===== config.mk =====
export PLATFORM = sky130hd
export DESIGN_NAME = pipe_reg_chain
export DESIGN_NICKNAME = d
export VERILOG_FILES = /design/src/rtl/pipe_reg_chain.sv
export SDC_FILE = /design/constraint.sdc
export NUM_CORES = 1
export LEC_CHECK = 0
export BUFFER_PORTS_ARGS = -buffer_cell sky130_fd_sc_hd__buf_2
export CAP_MARGIN = 20
export CORE_ASPECT_RATIO = 1.25
export CORE_MARGIN = 1
export CORE_UTILIZATION = 51
export DETAILED_ROUTE_END_ITERATION = 8
export HOLD_SLACK_MARGIN = 0.12
export PLACE_DENSITY = 0.71
export SYNTH_ARGS = -nofsm -noshare
export SYNTH_HDL_FRONTEND = slang
export SYNTH_SLANG_ARGS = --single-unit

===== constraint.sdc =====
create_clock -name clk -period 4 [get_ports clk]
set_clock_uncertainty 0.15 [all_clocks]
set_input_delay 0 -clock clk [delete_from_list [all_inputs] [get_ports clk]]
set_output_delay 0 -clock clk [all_outputs]
set_load 0.01 [all_outputs]

===== src/rtl/pipe_reg_chain.sv =====
// pipe_reg_chain: elastic chain of DEPTH valid/ready register stages with
// bubble collapsing, stall hold, synchronous flush and a registered occupancy.
// Ports: clk, reset (async, active-low), flush, in_valid/in_ready/in_data,
//   out_valid/out_ready/out_data, occupancy (popcount of stage valids).
// Option: define PIPE_STALL_CNT_EN to add stall_cnt (saturating count of
//   cycles with out_valid=1 and out_ready=0; cleared only by reset).
module pipe_reg_chain #(
    parameter int WIDTH = 64,
    parameter int DEPTH = 3,
    localparam int OW = $clog2(DEPTH + 1)
) (
    input  logic             clk,
    input  logic             reset,
    input  logic             flush,
    input  logic             in_valid,
    output logic             in_ready,
    input  logic [WIDTH-1:0] in_data,
    output logic             out_valid,
    input  logic             out_ready,
    output logic [WIDTH-1:0] out_data,
    output logic [OW-1:0]    occupancy
`ifdef PIPE_STALL_CNT_EN
    ,
    output logic [31:0]      stall_cnt
`endif
);

    if (DEPTH < 1) begin : g_bad_depth
        $error("pipe_reg_chain: DEPTH must be >= 1");
    end

    logic [DEPTH-1:0] valid_q;
    logic [WIDTH-1:0] data_q [DEPTH];
    logic [DEPTH-1:0] rdy;
    logic [DEPTH-1:0] valid_d;
    logic [DEPTH-1:0] load;
    logic [OW-1:0]    occ_q;
    logic             all_v;

    function automatic logic [OW-1:0] popcnt(input logic [DEPTH-1:0] v);
        logic [OW-1:0] n;
        n = '0;
        for (int i = 0; i < DEPTH; i++) begin
            n = n + OW'(v[i]);
        end
        return n;
    endfunction

    // A stage can advance when it or any stage downstream holds a bubble,
    // or the consumer takes the last word. Flattened form of the ready
    // ripple rdy[i] = !valid[i] | rdy[i+1], rdy[DEPTH] = out_ready.
    always_comb begin
        rdy   = '0;
        all_v = 1'b1;
        for (int i = DEPTH - 1; i >= 0; i--) begin
            all_v  = all_v & valid_q[i];
            rdy[i] = out_ready | ~all_v;
        end
    end

    always_comb begin
        valid_d = valid_q;
        load    = '0;
        if (flush) begin
            valid_d = '0;
        end else begin
            for (int i = 0; i < DEPTH; i++) begin
                if (rdy[i]) begin
                    valid_d[i] = (i == 0) ? in_valid : valid_q[i-1];
                    load[i]    = valid_d[i];
                end
            end
        end
    end

    always_ff @(posedge clk or negedge reset) begin
        if (!reset) begin
            valid_q <= '0;
            occ_q   <= '0;
            for (int i = 0; i < DEPTH; i++) begin
                data_q[i] <= '0;
            end
        end else begin
            valid_q <= valid_d;
            occ_q   <= popcnt(valid_d);
            // Data only moves with a valid source; bubbles leave it as is.
            for (int i = 0; i < DEPTH; i++) begin
                if (load[i]) begin
                    data_q[i] <= (i == 0) ? in_data : data_q[i-1];
                end
            end
        end
    end

    assign in_ready  = rdy[0] & ~flush;
    assign out_valid = valid_q[DEPTH-1];
    assign out_data  = data_q[DEPTH-1];
    assign occupancy = occ_q;

`ifdef PIPE_STALL_CNT_EN
    always_ff @(posedge clk or negedge reset) begin
        if (!reset) begin
            stall_cnt <= '0;
        end else if (out_valid && !out_ready && stall_cnt != '1) begin
            stall_cnt <= stall_cnt + 32'd1;
        end
    end
`endif

endmodule


==> results.md, run 1 <==
- Core area: 15500 um^2
- # Max-Cap Violations: 0
- Startpoint types: flip-flop
- # setup viols final: 0
- Worst-path clk slew: 0.07 ns
- Async set-or-reset flop fraction in the synthesized netlist: 1.00
- Vias: 4135
- Syn Inst Count: 488
- Share of cells above drive strength 1: 0.568
- Post-synthesis average cell area: 16.5 um^2
- CTS tree: yes
- WL/cell: 16.2 um
- Worst r2r src: valid_q[1]$_DFF_PN0_
- Register area share after synthesis: 0.611
- GRT Overall Usage: 0.185
- Via density: 4.83
- Slowest cell delay on critical path: 0.83 ns
- Ant. Diodes: 0
- Reg2reg setup slack: 1.38 ns
- Height of the die: 143 um
- Count of cell types in the netlist: 15
- DIE AREA: 16300 um^2
- Max Fanout on Critical Path: 47
- Syn Std Cell Area: 8070 um^2
- Crit. Startpoint: valid_q[1]$_DFF_PN0_
- Fmax achieved: 382 MHz
- Final Max Tran Viols: 0
- Starting Density: 0.521
- Worst setup path endpoint: data_q[141]$_DFFE_PN0P_
- Slowest cell on crit path: or3b_4
- Critical path class: reg2reg
- Vias in the first global route: 4477
- GR Util met3: 0.0518
- Count of yosys warnings during synthesis: 0
- 1st-iter DRT viols: 127
- Fin crit share: 0.654
- Routed Antenna Nets: 0
- I/O pins: 137
- Die W: 115 um
- HP Class: in2async
- Root Driver: clkbuf_16
- Initial antenna violation count: 0
- Syn nets: 558
- Row count: 51
- H-tree depth: 4
- Reg2reg path depth: 4
- Crit path required time: 4.16 ns
- GR Overflow Total: 0
- Cts repair resizes: 0
- CP Capture Type: flip-flop
- Clock sinks: 197
- VDD IR max: 0.323 mV
- Ys flop type: dfrtp_1
- Num CTS Buffers: 17
- Met1 usage: 0.229
- Crit path time final: 2.62 ns
- Worst-Skew Late Latency: 0.42 ns
- P per Cell Area: 589 nW/um^2
- Hpwl dp: 8180 um
- Post-synthesis register bit count: 197
- Crit-path cells: and4b_1, or3b_4, buf_4, mux2_4
- EDFF count, synth: 0
- Met2 Track Usage GR: 0.307
- Gpl congestion: 0.706
- Busiest grt layer: met2
- Worst flop-to-flop path endpoint: data_q[141]$_DFFE_PN0P_
- WP data arrival: 2.77 ns
- Area delta synth->final: 20.1%
- Worst setup margin: 1.38 ns
- Layout Nets: 701
- DRT Pass-1 Iters: 4
- Hold Fails Final Rpt: 0
- Filler Cells Inserted: 1157
- Pin count of the biggest net entering global routing: 126
- First-pass GRT wire length: 22700 um
- Slew @ Worst Pin: 1.08 ns
- Final WL: 13900 um
- Slew headroom: 0.283
- Post-route DRC: 0
- Status: complete, no violations
- Fin Setup TNS: 0 ns
- Worst hold slack: 0.116 ns
- LEAKAGE: 4.70 nW
- I/O Buffers: 136
- Unrepaired setup endpoints after global routing: false
- CTS max path bufs: 2
- Placement Setup Slack: 1.36 ns
-- per-layer routing --
metal,part of all wire,routed length (um)
met1,0.43,5910
met2,0.51,7140
met3,0.044,617
met4,0.016,227
met5,0,0
-- synthesized netlist by cell type, types with 6 or more instances --
cell type | instances | area (um^2)
mux2_2 | 132 | 1490
buf_4 | 65 | 488
buf_6 | 12 | 135
dfrtp_1 | 197 | 4930
mux2_4 | 60 | 901
buf_2 | 8 | 40.0
nor2_1 | 6 | 22.5
-- final cells by class --
cell class                      count  area (um^2)  area share
Multi-Input combinational cell    205         2480       0.256
Timing Repair Buffer              209         1430       0.147
Tap cell                          212          265      0.0274
Sequential cell                   197         4930       0.508
Inverter                            1         3.75    0.000387
Clock inverter                     10         95.1     0.00981
Clock buffer                       22          494      0.0510
-- metrics by stage --
step                      utilization  instances  area, um^2  power (mW)
after floorplan                     -        488        8070        3.90
after global placement          0.542        754        8410        3.96
after detailed placement        0.542        754        8410        4.03
after CTS                       0.625        856        9700        5.78
after global routing            0.625        856        9700        6.01
final                           0.625        856        9700        5.71
-- critical path, delay by kind of cell (launching register included) --
kind          cells  cell delay [ns]
buf+inv           1             0.48
simple gates      2             1.09
flops             1             0.41
mux               1             0.34
-- sequential cells by signal (all words and copies together) (netlist names) --
| signal | count |
|---|---|
| valid_q | 3 |
| out_data | 64 |
| occupancy | 2 |
| data_q | 128 |
-- worst min-delay path by stage --
stage | start | to | slack (ns) | cells after the start
floorplan | reset | data_q[100]$_DFFE_PN0P_ | -0.45 | 0
global placement | reset | out_data[37]$_DFFE_PN0P_ | 0.06 | 1
detailed placement | reset | out_data[37]$_DFFE_PN0P_ | 0.08 | 1
CTS | in_data[42] | data_q[170]$_DFFE_PN0P_ | 0.16 | 3
global route | in_data[37] | data_q[165]$_DFFE_PN0P_ | 0.17 | 3
finish | reset | out_data[33]$_DFFE_PN0P_ | 0.12 | 2
-- where the power goes --
group          internal [mW]  switching [mW]
combinational          0.727           0.494
sequential              2.54           0.267
clock                  0.944           0.735
total                   4.22            1.50
-- repair_timing --
item / 4_1_cts / 5_1_grt
endpoints found under the hold margin: 193 / 0
setup buffers: 0 / 0
hold buffers: 70 / 0
-- cells by family after synthesis --
group,after synthesis,synth area share
and+or+nand+nor,10,0.00697
buffers and inverters,86,0.0826
muxes,192,0.296
adders and majority gates,1,0.00248
DFF,197,0.611
AOI/OAI and AO/OA,2,0.00170
-- placed cells by master (no fill, tap or decap), drive strengths merged --
cell,n
nor2b,1
a211o,1
dfrtp,197
clkinvlp,2
clkbuf,23
nor2,6
dlygate4sd3,70
fa,1
clkinv,6
bufinv,1
a21oi,1
or3b,2
mux2,192
and4b,1
buf,138
inv,2
(Power assumes the default switching activity.)
==> inputs of run 2 (changes only) <==
--- a/config.mk
+++ b/config.mk
@@ -9,10 +9,10 @@
 export CAP_MARGIN = 20
 export CORE_ASPECT_RATIO = 1.25
 export CORE_MARGIN = 1
-export CORE_UTILIZATION = 51
+export CORE_UTILIZATION = 50
 export DETAILED_ROUTE_END_ITERATION = 8
 export HOLD_SLACK_MARGIN = 0.12
-export PLACE_DENSITY = 0.71
+export PLACE_DENSITY = 0.73
 export SYNTH_ARGS = -nofsm -noshare
 export SYNTH_HDL_FRONTEND = slang
 export SYNTH_SLANG_ARGS = --single-unit
==> constraint.sdc (replaced) <==
create_clock -name clk -period 2.3 [get_ports clk]
set_clock_uncertainty 0.15 [all_clocks]
set_input_delay 0 -clock clk [delete_from_list [all_inputs] [get_ports clk]]
set_output_delay 0 -clock clk [all_outputs]
set_load 0.01 [all_outputs]
==> run 2 against run 1 <==
  * Hold slack better by 0.068 ns
  * Sequential share of layout area is 1.2 points lower
  * Sequential cell count stayed put
  * Combinational power is 77% higher
  * Maximum frequency is 22% higher
  * Sequential power is 75% higher
  * Global-route usage is 0.084 points lower
  * Power is 77% higher
  * Via count is 3.6% higher
  * Design area is 2.5% higher
  * Register-to-register slack worse by 1.2 ns
==> results.md, run 2 (same netlist as run 1, synthesis figures left out) <==
- CP delay by family, top: simple AND/OR/NAND/NOR gates
- Placement Setup Slack: 0.322 ns
- CTS max path bufs: 2
- Slew headroom: 0.608
- Slowest cell on crit path: dfrtp_1
- Die W: 116 um
- Crit path required time: 2.46 ns
- Slew @ Worst Pin: 0.588 ns
- Fin Setup TNS: 0 ns
- Post-route DRC: 0
- I/O Buffers: 136
- GRT Overall Usage: 0.184
- Core area: 15700 um^2
- WL/cell: 16.4 um
- GR Overflow Total: 0
- Routed Antenna Nets: 0
- WP data arrival: 2.31 ns
- Final core occ: 0.633
- Most common cell after layout, fill and taps aside: dfrtp_1
- Max Fanout on Critical Path: 4
- Clock sinks: 197
- Row count: 51
- Share of cells above drive strength 1: 0.576
- Final WL: 14300 um
- Height of the die: 144 um
- Slowest cell delay on critical path: 0.42 ns
- Unrepaired setup endpoints after global routing: false
- Hold Fails Final Rpt: 0
- I/O pins: 137
- Buf/Inv on CP: 4
- Status: complete, no violations
- Design area: 9930 um^2
- CP Capture Type: flip-flop
- Hold path depth: 3
- Reg2reg setup slack: 0.16 ns
- Critical path class: reg2reg
- Startpoint types: flip-flop
- Crit path time final: 2.14 ns
- Max FFs per register: 128
- 1st-iter DRT viols: 149
- Worst flop-to-flop path endpoint: data_q[140]$_DFFE_PN0P_
- LEAKAGE: 4.83 nW
- Cell mode on critical path: buf_4
- Hold EP: data_q[173]$_DFFE_PN0P_
- Worst-path clk slew: 0.07 ns
- DIE AREA: 16700 um^2
- Placed Cells incl. Taps: 760
- Vias in the first global route: 4617
- HP Class: in2reg
- Worst r2r src: valid_q[1]$_DFF_PN0_
- Crit. Startpoint: valid_q[1]$_DFF_PN0_
- Root Driver: clkbuf_16
- Final Max Tran Viols: 0
- Num CTS Buffers: 17
- Starting Density: 0.514
- # Max-Cap Violations: 0
- Post-route insts no fill: 873
- Via density: 4.90
- Crit-path cells: and4b_1, or3b_4, buf_6, buf_4, buf_4, buf_4, mux2_4
- Biggest register: data_q
- CTS tree: yes
- First-pass GRT wire length: 22900 um
- Vias: 4282
- Ant. Diodes: 0
- DRT Pass-1 Iters: 4
- Fin crit share: 0.933
- Most frequent cells in the layout: dfrtp_1 (197), buf_2 (135), mux2_2 (132), dlygate4sd3_1 (70), mux2_4 (60)
- Reg2reg path depth: 7
- Initial antenna violation count: 1
- Layout Nets: 718
- H-tree depth: 4
- Pin count of the biggest net entering global routing: 73
- Post-DP Area: 8530 um^2
- Worst setup margin: 0.155 ns
- Fmax achieved: 466 MHz
- P per Cell Area: 1020 nW/um^2
- Area delta synth->final: 23.0%
- Hpwl dp: 8840 um
- VDD IR max: 0.515 mV
- # setup viols final: 0
- Hold_sp: in_data[45]
- Worst-Skew Late Latency: 0.43 ns
- Gpl congestion: 0.687
## run 2: worst min-delay path, cell delays in order
cell           delay, ns
dlygate4sd3_1       0.51
buf_2               0.09
mux2_4              0.12
## run 2: worst max-delay path by stage
stage,endpoint,cells past startpoint
after floorplan,data_q[128]$_DFFE_PN0P_,5
after global placement,data_q[162]$_DFFE_PN0P_,4
after detailed placement,data_q[167]$_DFFE_PN0P_,4
after CTS,data_q[141]$_DFFE_PN0P_,4
after global routing,data_q[140]$_DFFE_PN0P_,7
final,data_q[140]$_DFFE_PN0P_,7
## run 2: layer usage
layer  part of all wire  up-vias  global-route usage
li1                   -     1943                   -
met1               0.43     2223               0.222
met2               0.51       92               0.308
met3              0.042       22              0.0486
met4              0.019        2              0.0823
met5             0.0011        -                   0
## run 2: final cells by class
| type | count | area, um^2 |
|---|---|---|
| fillers | 1167 | 5760 |
| flip-flops and latches | 197 | 4930 |
| multi-input cells | 205 | 2480 |
| repair buffers | 226 | 1640 |
| clock buffers | 22 | 474 |
| well taps | 212 | 265 |
| clock inverters | 10 | 143 |
| inverters | 1 | 3.75 |
## run 2: timing repair
item	CTS	global route
hold endpoints to repair	270	0
setup endpoints to repair	0	7
gates resized for setup	0	3
buffers inserted	0	11
hold buffers	77	0
## run 2: stage by stage
stage / hold slack (ns) / power (mW)
global placement: -0.113 / 6.90
global route: 0.176 / 10.7
CTS: 0.159 / 10.3
finish: 0.185 / 10.1
detailed placement: -0.0927 / 7.05
floorplan: -0.446 / 6.78
## run 2: power breakdown
| group | internal [mW] | leakage (nW) | switching (mW) |
|---|---|---|---|
| Sequential | 4.43 | 2.36 | 0.479 |
| Clock | 1.81 | 0.301 | 1.26 |
| Combinational | 1.29 | 2.17 | 0.873 |
| Total | 7.53 | 4.83 | 2.61 |
